===== config.mk =====
export PLATFORM = sky130hd
export DESIGN_NAME = i2s_dac_tx_flat
export DESIGN_NICKNAME = d
export VERILOG_FILES = /design/src/rtl/i2s_dac_tx_if.sv /design/src/rtl/i2s_dac_tx.sv /design/src/flat_wrapper.sv
export SDC_FILE = /design/constraint.sdc
export NUM_CORES = 1
export LEC_CHECK = 0
export BUFFER_PORTS_ARGS = -buffer_cell sky130_fd_sc_hd__buf_2
export CORE_MARGIN = 5
export CORE_UTILIZATION = 60
export CTS_BUF_LIST = sky130_fd_sc_hd__clkbuf_4 sky130_fd_sc_hd__clkbuf_8
export DETAILED_ROUTE_END_ITERATION = 8
export GPL_TIMING_DRIVEN = 0
export HOLD_SLACK_MARGIN = 0.06
export PLACE_DENSITY = 0.82
export SYNTH_ARGS = -nofsm -noshare
export SYNTH_HDL_FRONTEND = slang
export SYNTH_SLANG_ARGS = --single-unit
export TNS_END_PERCENT = 10

===== constraint.sdc =====
create_clock -name clk -period 4.6 [get_ports clk]
set_input_delay 0.23 -clock clk [delete_from_list [all_inputs] [get_ports clk]]
set_output_delay 0.23 -clock clk [all_outputs]
set_load 0.05 [all_outputs]

===== src/rtl/i2s_dac_tx_if.sv =====
// Sample handshake between the upstream IIR stage and the I2S transmitter.
interface i2s_dac_tx_if #(
  parameter int DATA_W = 16
);
  logic              i_valid;
  logic [DATA_W-1:0] i_left;
  logic [DATA_W-1:0] i_right;
  logic              o_ready;

  modport master (output i_valid, output i_left, output i_right, input o_ready);
  modport slave  (input i_valid, input i_left, input i_right, output o_ready);
endinterface


===== src/rtl/i2s_dac_tx.sv =====
// I2S DAC transmitter: slave to codec BCLK/LRCLK, one-pair holding buffer,
// MSB-first serialization with the standard one-BCLK I2S delay after each LRCLK edge.
module i2s_dac_tx #(
  parameter int DATA_W      = 16,
  parameter int SYNC_STAGES = 2
) (
  input  logic          clk,
  input  logic          i_rst,
  input  logic          i_bclk,
  input  logic          i_lrclk,
  i2s_dac_tx_if.slave   s_if,
  output logic          o_dacdat,
  output logic          lrclk_negedge,
  output logic          lrclk_posedge,
  output logic          o_underrun
);

  localparam int CNT_W = $clog2(DATA_W + 1);
  localparam logic [CNT_W-1:0] LAST_BIT = CNT_W'(DATA_W);

  typedef enum logic [1:0] {
    ST_IDLE,
    ST_WAIT_MSB,
    ST_SHIFT,
    ST_PAD
  } state_t;

  // Synchronizers and edge detect
  logic [SYNC_STAGES-1:0] bclk_sync_q, bclk_sync_d;
  logic [SYNC_STAGES-1:0] lr_sync_q, lr_sync_d;
  logic                   bclk_dly_q, bclk_dly_d;
  logic                   lr_dly_q, lr_dly_d;
  logic                   bclk_fall, lr_fall, lr_rise;

  // Holding buffer and frame registers
  logic              hold_full_q, hold_full_d;
  logic [DATA_W-1:0] hold_l_q, hold_l_d, hold_r_q, hold_r_d;
  logic [DATA_W-1:0] frame_l_q, frame_l_d, frame_r_q, frame_r_d;
  logic              underrun_q, underrun_d;
  logic              accept;

  // Serializer
  state_t            state_q, state_d;
  logic [DATA_W-1:0] shift_q, shift_d;
  logic [CNT_W-1:0]  bit_cnt_q, bit_cnt_d;
  logic              dacdat_q, dacdat_d;

  // Shift async clocks into clk domain; both chains have identical depth so an
  // LRCLK edge and its coincident BCLK fall are seen in the same cycle.
  always_comb begin
    bclk_sync_d = {bclk_sync_q[SYNC_STAGES-2:0], i_bclk};
    lr_sync_d   = {lr_sync_q[SYNC_STAGES-2:0], i_lrclk};
    bclk_dly_d  = bclk_sync_q[SYNC_STAGES-1];
    lr_dly_d    = lr_sync_q[SYNC_STAGES-1];
    bclk_fall   = bclk_dly_q & ~bclk_sync_q[SYNC_STAGES-1];
    lr_fall     = lr_dly_q & ~lr_sync_q[SYNC_STAGES-1];
    lr_rise     = ~lr_dly_q & lr_sync_q[SYNC_STAGES-1];
  end

  // Holding buffer: accept one pair, hand it to the frame registers on left-frame start.
  // Accepting is only possible while empty, so an accept coincident with lr_fall
  // lands in holding while the frame takes zeros.
  always_comb begin
    accept      = s_if.i_valid & ~hold_full_q;
    hold_full_d = hold_full_q;
    hold_l_d    = hold_l_q;
    hold_r_d    = hold_r_q;
    frame_l_d   = frame_l_q;
    frame_r_d   = frame_r_q;
    underrun_d  = 1'b0;
    if (lr_fall) begin
      if (hold_full_q) begin
        frame_l_d   = hold_l_q;
        frame_r_d   = hold_r_q;
        hold_full_d = 1'b0;
      end else begin
        frame_l_d   = '0;
        frame_r_d   = '0;
        underrun_d  = 1'b1;
      end
    end
    if (accept) begin
      hold_full_d = 1'b1;
      hold_l_d    = s_if.i_left;
      hold_r_d    = s_if.i_right;
    end
  end

  // Slot serializer: an LR edge reloads the shifter (the coincident BCLK fall is
  // slot bit -1 and leaves DACDAT alone); later BCLK falls emit MSB..LSB then zeros.
  always_comb begin
    state_d   = state_q;
    shift_d   = shift_q;
    bit_cnt_d = bit_cnt_q;
    dacdat_d  = dacdat_q;
    if (lr_fall || (lr_rise && state_q != ST_IDLE)) begin
      state_d   = ST_WAIT_MSB;
      shift_d   = lr_fall ? frame_l_d : frame_r_q;
      bit_cnt_d = '0;
    end else if (bclk_fall) begin
      case (state_q)
        ST_WAIT_MSB, ST_SHIFT: begin
          dacdat_d  = shift_q[DATA_W-1];
          shift_d   = {shift_q[DATA_W-2:0], 1'b0};
          bit_cnt_d = bit_cnt_q + CNT_W'(1);
          state_d   = (bit_cnt_q + CNT_W'(1) == LAST_BIT) ? ST_PAD : ST_SHIFT;
        end
        ST_PAD:  dacdat_d = 1'b0;
        default: state_d  = ST_IDLE;
      endcase
    end
  end

  // State registers
  always_ff @(posedge clk or posedge i_rst) begin
    if (i_rst) begin
      bclk_sync_q <= '0;
      lr_sync_q   <= '0;
      bclk_dly_q  <= 1'b0;
      lr_dly_q    <= 1'b0;
      hold_full_q <= 1'b0;
      hold_l_q    <= '0;
      hold_r_q    <= '0;
      frame_l_q   <= '0;
      frame_r_q   <= '0;
      underrun_q  <= 1'b0;
      state_q     <= ST_IDLE;
      shift_q     <= '0;
      bit_cnt_q   <= '0;
      dacdat_q    <= 1'b0;
    end else begin
      bclk_sync_q <= bclk_sync_d;
      lr_sync_q   <= lr_sync_d;
      bclk_dly_q  <= bclk_dly_d;
      lr_dly_q    <= lr_dly_d;
      hold_full_q <= hold_full_d;
      hold_l_q    <= hold_l_d;
      hold_r_q    <= hold_r_d;
      frame_l_q   <= frame_l_d;
      frame_r_q   <= frame_r_d;
      underrun_q  <= underrun_d;
      state_q     <= state_d;
      shift_q     <= shift_d;
      bit_cnt_q   <= bit_cnt_d;
      dacdat_q    <= dacdat_d;
    end
  end

  assign s_if.o_ready  = ~hold_full_q;
  assign o_dacdat      = dacdat_q;
  assign lrclk_negedge = lr_fall;
  assign lrclk_posedge = lr_rise;
  assign o_underrun    = underrun_q;

endmodule


===== src/flat_wrapper.sv =====
// flat-port wrapper written by rule: the top's interface ports become plain ports
module i2s_dac_tx_flat 
#(
  parameter int DATA_W      = 16,
  parameter int SYNC_STAGES = 2
)
  (clk, i_rst, i_bclk, i_lrclk, o_dacdat, lrclk_negedge, lrclk_posedge, o_underrun, s_if_i_valid, s_if_i_left, s_if_i_right, s_if_o_ready);
  i2s_dac_tx_if #(.DATA_W(DATA_W)) s_if_i ();
  input  logic clk;
  input  logic i_rst;
  input  logic i_bclk;
  input  logic i_lrclk;
  output logic o_dacdat;
  output logic lrclk_negedge;
  output logic lrclk_posedge;
  output logic o_underrun;
  input wire logic [$bits(s_if_i.i_valid)-1:0] s_if_i_valid;
  input wire logic [$bits(s_if_i.i_left)-1:0] s_if_i_left;
  input wire logic [$bits(s_if_i.i_right)-1:0] s_if_i_right;
  output wire logic [$bits(s_if_i.o_ready)-1:0] s_if_o_ready;
  assign s_if_i.i_valid = s_if_i_valid;
  assign s_if_i.i_left = s_if_i_left;
  assign s_if_i.i_right = s_if_i_right;
  assign s_if_o_ready = s_if_i.o_ready;
  i2s_dac_tx #(.DATA_W(DATA_W), .SYNC_STAGES(SYNC_STAGES)) u_core (.clk(clk), .i_rst(i_rst), .i_bclk(i_bclk), .i_lrclk(i_lrclk), .s_if(s_if_i), .o_dacdat(o_dacdat), .lrclk_negedge(lrclk_negedge), .lrclk_posedge(lrclk_posedge), .o_underrun(o_underrun));
endmodule

### After elaboration in Yosys (flattened, before gate mapping)

Cells that the tools add are included.

| storage, ports and cells | value |
|---|---|
| bits in registers | 96 |
| bits in latches | 0 |
| memory bits (writable) | 0 |
| ROM bits | 0 |
| input bits | 37 |
| word-level logic and storage cells | 59 |
| memories kept | 0 |

| operators by class | value |
|---|---|
| add/subtract/negate cells | 1 |
| multiply operators | 0 |
| divide/modulo/power cells | 0 |
| magnitude comparators | 0 |
| equal/unequal tests | 5 |
| shifts and indexed selects | 0 |
| multiplexer cells | 19 |
| bitwise logic cells | 9 |
| reductions and logical operators | 11 |

Operators with widths:

| operator | count |
|---|---|
| $mux W16 | 7 |
| $mux W5 | 3 |
| $reduce_bool A2 Y1 | 5 |
| $add A5 B1 Y5 const B | 1 |
| $eq A5 B5 Y1 const B | 1 |
| $mux W1 | 5 |
| $not A1 Y1 | 5 |
| $and A1 B1 Y1 | 4 |
| $eq A2 B2 Y1 const B | 2 |
| $mux W2 | 2 |
| $pmux W2 S2 | 1 |
| $reduce_and A2 Y1 | 2 |
| $reduce_and A3 Y1 | 1 |
| $eq A2 B1 Y1 const B | 1 |
| $ne A2 B1 Y1 const B | 1 |
| $pmux W1 S2 | 1 |
| $reduce_or A2 Y1 | 1 |
| $logic_and A1 B1 Y1 | 1 |
| $logic_or A1 B1 Y1 | 1 |

### Depth between registers and ports, before layout

Gate-level depths: netlist (run 1).

| depth | value |
|---|---|
| depth in word-level cells | 6 |
| depth in mapped cells | 7 |

### Worst setup path after synthesis (run 1)

No wires, ideal clock.

| timing | value |
|---|---|
| path type | register to register |
| from | register u_core.state_q[0] |
| to | register u_core.shift_q[1] |
| library setup time | 123 ps |
| arrival time | 1,489 ps |
| path slack | 2,988 ps |
| cell stages (with the launch flop) | 8 |
| buffers on the path | 2 |
| clock period less this slack | 1,612 ps |
| cell sequence | dfrtp_1 -> inv_1 -> ha_1 -> and3b_1 -> buf_2 -> buf_2 -> a211oi_1 -> o2bb2ai_1 |

| between the ends | value |
|---|---|
| cells in the longest elaborated chain, start to end | 5 |
| elaborated cells on any way between the ends | 10 |
| those cells by class | eq/ne (2); mux (1); reduce/logical (7) |

RTL lines:

| element | line | RTL |
|---|---|---|
| start: declaration | i2s_dac_tx.sv:43 | `state_t state_q, state_d;` |
| start signal: assignment | i2s_dac_tx.sv:142 | `state_q <= state_d;` |
| $reduce_bool A2 Y1 | i2s_dac_tx.sv:96 | `if (lr_fall \|\| (lr_rise && state_q != ST_IDLE)) begin` |
| $logic_and A1 B1 Y1 | i2s_dac_tx.sv:96 |  |
| $logic_or A1 B1 Y1 | i2s_dac_tx.sv:96 |  |
| $reduce_bool A2 Y1 (no source line) | - |  |
| $reduce_and A2 Y1 (no source line) | - |  |
| end signal: assignment | i2s_dac_tx.sv:143 | `shift_q <= shift_d;` |
| end: declaration | i2s_dac_tx.sv:44 | `logic [DATA_W-1:0] shift_q, shift_d;` |

Parallel ways exist; a longest one is shown, timed or not.
A chain may end at the register's enable or synchronous reset.

### Worst setup path in the final report (run 1)

| timing | value |
|---|---|
| from | register u_core.hold_full_q |
| to | output port s_if_o_ready |

| between the ends | value |
|---|---|
| cells in the longest elaborated chain, start to end | 1 |

RTL lines:

| element | line | RTL |
|---|---|---|
| start: declaration | i2s_dac_tx.sv:36 | `logic hold_full_q, hold_full_d;` |
| start signal: assignment | i2s_dac_tx.sv:136 | `hold_full_q <= hold_full_d;` |
| $not A1 Y1 | i2s_dac_tx.sv:149 | `assign s_if.o_ready = ~hold_full_q;` |
| end: declaration | flat_wrapper.sv:20 | `output wire logic [$bits(s_if_i.o_ready)-1:0] s_if_o_ready;` |

No other way between the ends.

==> qor.yml, run 1 <==
outcome:
  status: "completed"
worst_setup_path:
  cp_top_family: "buffers and inverters"
  criticalPathCategory: "register to output pin"
  startpoint: "u_core.hold_full_q"
  worst-path-buf-inv: 4
  critPathLaunchType: "register"
  cp-end-kind: "output pin"
  cp.depth: 4
  critical_path_arrival_ps: 1890
  crit_chain: "clkbuf_1, clkbuf_1, inv_1, buf_2"
  worstSetupEndpoint: "s_if_o_ready"
  cp_slowest_cell: "dfrtp_1"
  required_ps: 4370
  cp_common_cell: "clkbuf_1"
  rr_worst_depth: 7
  reg2reg_to: "u_core.shift_q[8]"
  cp_max_fo: 10
  cpPeakStageDelay_ps: 490
  r2r-start: "u_core.state_q[0]"
  ff2ff_setup_slack_ps: 2720
final_layout:
  drive_gt1_share_pct: 31.4
  layout.nets: 389
  syn2layout_area_growth_pct: 16.1
  final_common_cell: "dfrtp_1"
  antennaDiodeCount: 0
  fin_area_sq_um: 4020
  final_cell_mix: "80 x dfrtp_1, 51 x buf_2, 37 x nand2_1"
clock_tree:
  cts_resized: 0
  cts-buffers-inserted: 9
  worstSkewPairLatency_ps: 370
  clock_path_buffers: 2
  cts_root_buf: "clkbuf_8"
  post-cts-setup-buffers: 0
  htreeDepth: 3
  numClockSinks: 80
  cts_tree: "done"
  cts_hold_buf: 3
  clk_pin_slew_worst_paths_ps: 90
sta:
  finalCritPeriodShare_pct: 46.1
  fin_crit_ps: 2120
  fin_worst_skew_ps: 9.31
  drv_slew: 0
  tns_ps: 0
  max_slew_margin_pct: 67.1
  fmax_mhz: 471
  rsz0062_at_grt: "false"
  hold_viol_final: 0
  finalSetupViolCount: 0
  worstMarginPinSlew_ps: 493
logic_synthesis:
  syn_inst: 293
  synthDistinctLibCells: 37
  ys_ff_latch: 80
  netlist_top_cells_area: "dfrtp_1 58%, mux2_2 10%, o2bb2ai_1 4.0%, nand2_1 4.0%, a211oi_1 3.9%"
  synth_top_area_share_pct: 57.8
  netlist_area_sq_um: 3460
  yosysWarnings: 0
  synth_top_area_cell: "dfrtp_1"
  ys_seq_area_share_pct: 57.8
  syn_area_per_cell_sq_um: 11.8
  synthesis.nets: 333
placement:
  portBuffers: 41
  hpwl_um: 4800
  globalplace.congestion: 0.782
  dpl-instance-area_sq_um: 3780
drt:
  drt_pre_antenna_iters: 4
  ant_nets: 0
  wirelength_um: 6900
  wl_met1_um: 3210
  wire_per_inst_um: 16.2
  dr_wl_met3_um: 405
  drt_iter0_markers: 142
  top_layer_used: "met4"
  route.met2.wl_um: 3190
  vias_per_cell: 5.64
  drc: 0
  vias: 2402
floorplan:
  dieArea_sq_um: 7390
  pin_count: 42
  initial_core_util_pct: 62.2
  die_w_um: 86.0
  core.rowCount: 27
  core-area_sq_um: 5570
  die_h_um: 86.0
power:
  p_per_area_nw_per_um2: 504
  peakVddDrop_v: 0.000351
  p_leak_nw: 1.86
global_route:
  grt_overflow_total: 0
  grt_pass1_vias: 2480
  grt_use_total_pct: 21.5
  antenna_found_initial: 0
  grt_max_degree: 43
  grt_first_pass_wirelength_um: 12200
job:
  cap_violations: 0
min_path:
  min-delay-start: "s_if_i_right[10]"
  hold_path_class: "input port to register"
-- state kept, by name (all words and copies together) (netlist names), 2 cells and up --
register            flops
u_core.bclk_sync_q      2
u_core.bit_cnt_q        5
u_core.frame_r_q       16
u_core.hold_l_q        16
u_core.hold_r_q        16
u_core.lr_sync_q        2
u_core.shift_q         16
u_core.state_q          2
-- routing by layer --
metal	track usage, %	vias to the layer above
met4	6.76	0
met3	6.44	12
met1	29.5	1168
li1	-	1159
met2	32.9	63
met5	0	-
-- worst min path at each step --
stage | endpoint | cells past startpoint
floorplan | u_core.bclk_sync_q[0] | 0
global placement | u_core.lr_sync_q[0] | 1
detailed placement | u_core.hold_l_q[13] | 2
CTS | u_core.hold_r_q[13] | 2
global route | u_core.hold_l_q[4] | 2
finish | u_core.hold_r_q[10] | 2
-- per-stage QoR --
| stage | utilization, % | std cells | total power [mW] | setup slack [ps] | hold WS [ps] |
|---|---|---|---|---|---|
| after global placement | 67.5 | 406 | 1.46 | 1490 | 341 |
| final | 72.2 | 426 | 2.03 | 2480 | 87.6 |
| after floorplan | - | 293 | 1.36 | 2320 | 261 |
| after CTS | 72.2 | 426 | 2.04 | 2480 | 76.5 |
| after detailed placement | 67.9 | 407 | 1.49 | 2800 | 293 |
| after global routing | 72.2 | 426 | 2.15 | 2330 | 71.4 |
-- power breakdown --
| group | switching, mW | total (mW) | internal [mW] | leakage [nW] |
|---|---|---|---|---|
| combinational | 0.229 | 0.456 | 0.227 | 0.778 |
| clock | 0.276 | 0.550 | 0.274 | 0.108 |
| sequential | 0.118 | 1.02 | 0.905 | 0.971 |
-- Yosys cell counts (all sizes together) --
library cell	number
nor3b	1
nor3	1
nand2	37
inv	7
o2bb2ai	16
dfrtp	80
o22ai	14
a21oi	4
ha	3
xnor2	2
mux2i	1
nor2	4
a211oi	18
nand3b	1
clkbuf	5
or3	3
o41ai	1
buf	16
nand4	1
o21ai	3
o31ai	2
nor2b	1
nand3	18
and2b	1
and2	14
or3b	3
xor2	1
mux2	32
nand2b	1
a21o	1
and3b	1
-- worst register-to-register path: stages (launching register included) --
cell	delay, ps
dfrtp_1	390
inv_1	60
ha_1	250
or3b_1	390
buf_6	160
buf_8	140
o22ai_1	240
o2bb2ai_1	130
-- kinds of logic (layout without fill, tap and decap cells) --
kind of cell	after synthesis	after routing	share of synthesized area [%]
AOI/OAI and AO/OA	59	59	12.4
xor gates and xnor gates	3	3	0.759
adders and majority gates	3	3	1.08
buffers and inverters	28	89	4.15
DFF	80	80	57.8
muxes	33	33	10.7
and+or+nand+nor	87	87	13.1
-- area by class of cell --
type	instances	area, sq um
multi-input cells	185	1320
clock buffers	10	138
well taps	72	90.1
plain buffers	21	118
clock inverters	6	73.8
fillers	411	1550
flip-flops and latches	80	2000
inverters	7	28.8
repair buffers	45	255
Note: power is estimated with default switching activity, not from simulation.
==> run 2, diff against run 1 <==
--- a/config.mk
+++ b/config.mk
@@ -5,14 +5,15 @@
 export SDC_FILE = /design/constraint.sdc
 export NUM_CORES = 1
 export LEC_CHECK = 0
+export ABC_AREA = 1
 export BUFFER_PORTS_ARGS = -buffer_cell sky130_fd_sc_hd__buf_2
 export CORE_MARGIN = 5
-export CORE_UTILIZATION = 60
+export CORE_UTILIZATION = 54
 export CTS_BUF_LIST = sky130_fd_sc_hd__clkbuf_4 sky130_fd_sc_hd__clkbuf_8
 export DETAILED_ROUTE_END_ITERATION = 8
 export GPL_TIMING_DRIVEN = 0
 export HOLD_SLACK_MARGIN = 0.06
-export PLACE_DENSITY = 0.82
+export PLACE_DENSITY = 0.78
 export SYNTH_ARGS = -nofsm -noshare
 export SYNTH_HDL_FRONTEND = slang
 export SYNTH_SLANG_ARGS = --single-unit
==> constraint.sdc (replaced) <==
create_clock -name clk -period 1.9 [get_ports clk]
set_input_delay 0.095 -clock clk [delete_from_list [all_inputs] [get_ports clk]]
set_output_delay 0.095 -clock clk [all_outputs]
set_load 0.05 [all_outputs]
==> qor.yml, run 2 <==
worst_setup_path:
  cpPeakStageDelay_ps: 400  # was 490 ps
  required_ps: 2140  # was 4370 ps
  cp_slowest_cell: "dfrtp_1"  # unchanged
  criticalPathCategory: "register to register"  # was register to output pin
  startpoint: "u_core.state_q[0]"  # was u_core.hold_full_q
  cp.depth: 8  # was 4
  ff2ff_setup_slack_ps: 220  # was 2720 ps
  cp_max_fo: 10  # unchanged
  reg2reg_to: "u_core.shift_q[0]"  # was u_core.shift_q[8]
  crit_chain: "inv_1, ha_1, inv_1, nor2_2, nor2_4, buf_4, nand2_1, nand2_1"  # was clkbuf_1, clkbuf_1, inv_1, buf_2
  critical_path_arrival_ps: 1920  # was 1890 ps
  rr_worst_depth: 8  # was 7
  cp_top_family: "simple AND/OR/NAND/NOR gates"  # was buffers and inverters
  r2r-start: "u_core.state_q[0]"  # unchanged
  worst-path-buf-inv: 3  # was 4
  cp-end-kind: "register"  # was output pin
  critPathLaunchType: "register"  # unchanged
final_layout:
  final_common_cell: "nand2_1"  # was dfrtp_1
  layout.nets: 535  # was 389
  final_cell_mix: "147 x nand2_1, 80 x dfrtp_1, 54 x buf_2"  # was 80 x dfrtp_1, 51 x buf_2, 37 x nand2_1
  antennaDiodeCount: 0  # unchanged
  drive_gt1_share_pct: 17.6  # was 31.4%
  syn2layout_area_growth_pct: 26.7  # was 16.1%
sta:
  worstMarginPinSlew_ps: 826  # was 493 ps
  finalSetupViolCount: 0  # unchanged
  drv_slew: 0  # unchanged
  rsz0062_at_grt: "false"  # unchanged
  finalCritPeriodShare_pct: 88.3
  fin_crit_ps: 1680
  max_slew_margin_pct: 44.8  # was 67.1%
  fmax_mhz: 596
  fin_worst_skew_ps: 3.46  # was 9.31 ps
  tns_ps: 0  # unchanged
  hold_viol_final: 0  # unchanged
global_route:
  antenna_found_initial: 0  # unchanged
  grt_first_pass_wirelength_um: 13400  # was 12,200 um
  grt_max_degree: 44  # was 43
  grt_use_total_pct: 20.4  # was 21.5%
  grt_pass1_vias: 2956  # was 2,480
  grt_overflow_total: 0  # unchanged
floorplan:
  die_w_um: 89.9  # was 86.0 um
  pin_count: 42  # unchanged
  dieArea_sq_um: 8080  # was 7390 sq um
  die_h_um: 89.9  # was 86.0 um
  core.rowCount: 29  # was 27
  initial_core_util_pct: 54.9  # was 62.2%
  core-area_sq_um: 6280  # was 5570 sq um
placement:
  globalplace.congestion: 0.784  # was 0.782
  portBuffers: 41  # unchanged
  hpwl_um: 5060  # was 4800 um
clock_tree:
  numClockSinks: 80  # unchanged
  cts_tree: "done"  # unchanged
  cts_root_buf: "clkbuf_8"  # unchanged
  cts_resized: 0  # unchanged
  htreeDepth: 3  # unchanged
  worstSkewPairLatency_ps: 350  # was 370 ps
  clock_path_buffers: 2  # unchanged
  cts-buffers-inserted: 9  # unchanged
  clk_pin_slew_worst_paths_ps: 80  # was 90 ps
  post-cts-setup-buffers: 0  # unchanged
min_path:
  min-delay-start: "s_if_i_valid"  # was s_if_i_right[10]
  min_to: "u_core.hold_r_q[15]"  # was u_core.hold_r_q[10]
  holdPathStages: 4  # was 2
  hold_path_class: "input port to register"  # unchanged
drt:
  drt_iter0_markers: 167  # was 142
  vias: 2875  # was 2,402
  drt_pre_antenna_iters: 4  # unchanged
  drc: 0  # unchanged
  vias_per_cell: 4.98  # was 5.64
  wire_per_inst_um: 13.6  # was 16.2 um
  wirelength_um: 7830  # was 6900 um
  ant_nets: 0  # unchanged
logic_synthesis:
  ys_seq_area_share_pct: 58.1  # was 57.8%
  syn_area_per_cell_sq_um: 8.47  # was 11.8 sq um
  synthTopCellsByCount: "147 x nand2_1, 80 x dfrtp_1, 44 x inv_1, 36 x nand3_1, 36 x o21ai_1"  # was 80 x dfrtp_1, 37 x nand2_1, 32 x mux2_2, 18 x a211oi_1, 18 x nand3_1
  synth_top_area_share_pct: 58.1  # was 57.8%
  ys_ff_latch: 80  # unchanged
  synth_top_area_cell: "dfrtp_1"  # unchanged
  netlist_top_cells_area: "dfrtp_1 58%, nand2_1 16%, nand3_1 5.2%, o21ai_1 5.2%, inv_1 4.8%"  # was dfrtp_1 58%, mux2_2 10%, o2bb2ai_1 4.0%, nand2_1 4.0%, a211oi_1 3.9%
  ys_async_sr_fraction_pct: 100  # unchanged
  yosysWarnings: 0  # unchanged
  synth_edf_count: 0  # unchanged
  synthDistinctLibCells: 22  # was 37
  synth.most_common_cell: "nand2_1"  # was dfrtp_1
  syn_inst: 407  # was 293
  synthesis.nets: 447  # was 333
  netlist_area_sq_um: 3450  # was 3460 sq um
  ys.flop_type: "dfrtp_1"  # unchanged
job:
  cap_violations: 0  # unchanged
outcome:
  status: "completed"  # unchanged
power:
  p_per_area_nw_per_um2: 1150  # was 504 nW/um^2
  peakVddDrop_v: 0.000741  # was 0.000351 V
  totalPowerFinal_mw: 5.01  # was 2.03 mW
  p_leak_nw: 2.27  # was 1.86 nW
==> run 2: changes by cell type in the layout (fill, tap and decap cells not counted), moves of 32 or more <==
cell / delta
inv_1: +38
nand2_1: +110
o21ai_1: +36
mux2_2: -32
dlygate4sd3_1: +32
==> run 2: cell families (layout without fill, tap and decap cells) <==
logic type	after synthesis	count (layout)	share of synthesized area [%]
and+or+nand+nor	199	199	23.9
AOI/OAI and AO/OA	56	56	8.17
xor gates and xnor gates	1	1	0.254
adders and majority gates	3	3	1.09
buffers and inverters	68	161	8.46
DFF	80	80	58.1
==> run 2: worst max-delay path by stage <==
stage,slack [ps],end
2_1_floorplan,480,u_core.shift_q[0]
3_3_place_gp,300,u_core.shift_q[0]
3_5_place_dp,230,u_core.shift_q[0]
4_1_cts,220,u_core.shift_q[0]
5_1_grt,150,u_core.shift_q[8]
6_report,220,u_core.shift_q[0]
==> run 2: final cells by class <==
type / count / area (sq um)
clock buffer: 11 / 139
multi-input combinational: 259 / 1150
sequential: 80 / 2000
clock inverter: 5 / 104
buffer: 19 / 108
inverter: 49 / 188
tap: 77 / 96.3
fill: 472 / 1910
timing repair buffer: 77 / 576
==> run 2: through the flow <==
stage / hold slack, ps / area (sq um) / utilization (%) / std cells / setup slack [ps]
after floorplan: 126 / 3450 / - / 407 / 477
after global placement: 205 / 3750 / 59.8 / 525 / 295
after detailed placement: 208 / 3770 / 60.1 / 526 / 234
after CTS: 66.2 / 4360 / 69.5 / 577 / 224
after global routing: 75.3 / 4360 / 69.5 / 577 / 145
final: 77.5 / 4360 / 69.5 / 577 / 223
==> run 2: tightest hold or removal path: stages <==
cell and delay, ps:
buf_2 100, nand2_4 90, nand2_1 70, nand2_1 50
==> run 2: repair_timing <==
| action | CTS | global route |
|---|---|---|
| hold endpoints to repair | 71 | 0 |
| setup endpoints to repair | 0 | 0 |
| hold buffers | 35 | 0 |
==> run 2: power breakdown <==
part	switching [mW]	total (mW)	internal, mW
clock network	0.617	1.52	0.906
registers	0.198	2.35	2.15
logic	0.717	1.14	0.421
==> run 2: per-layer routing <==
metal	part of all wire (%)	track usage, %	vias to the layer above
met2	51	34.9	64
met1	43	24.9	1345
met3	3.3	4.67	13
met4	2.1	8.56	0
met5	0	0	-
li1	-	-	1453
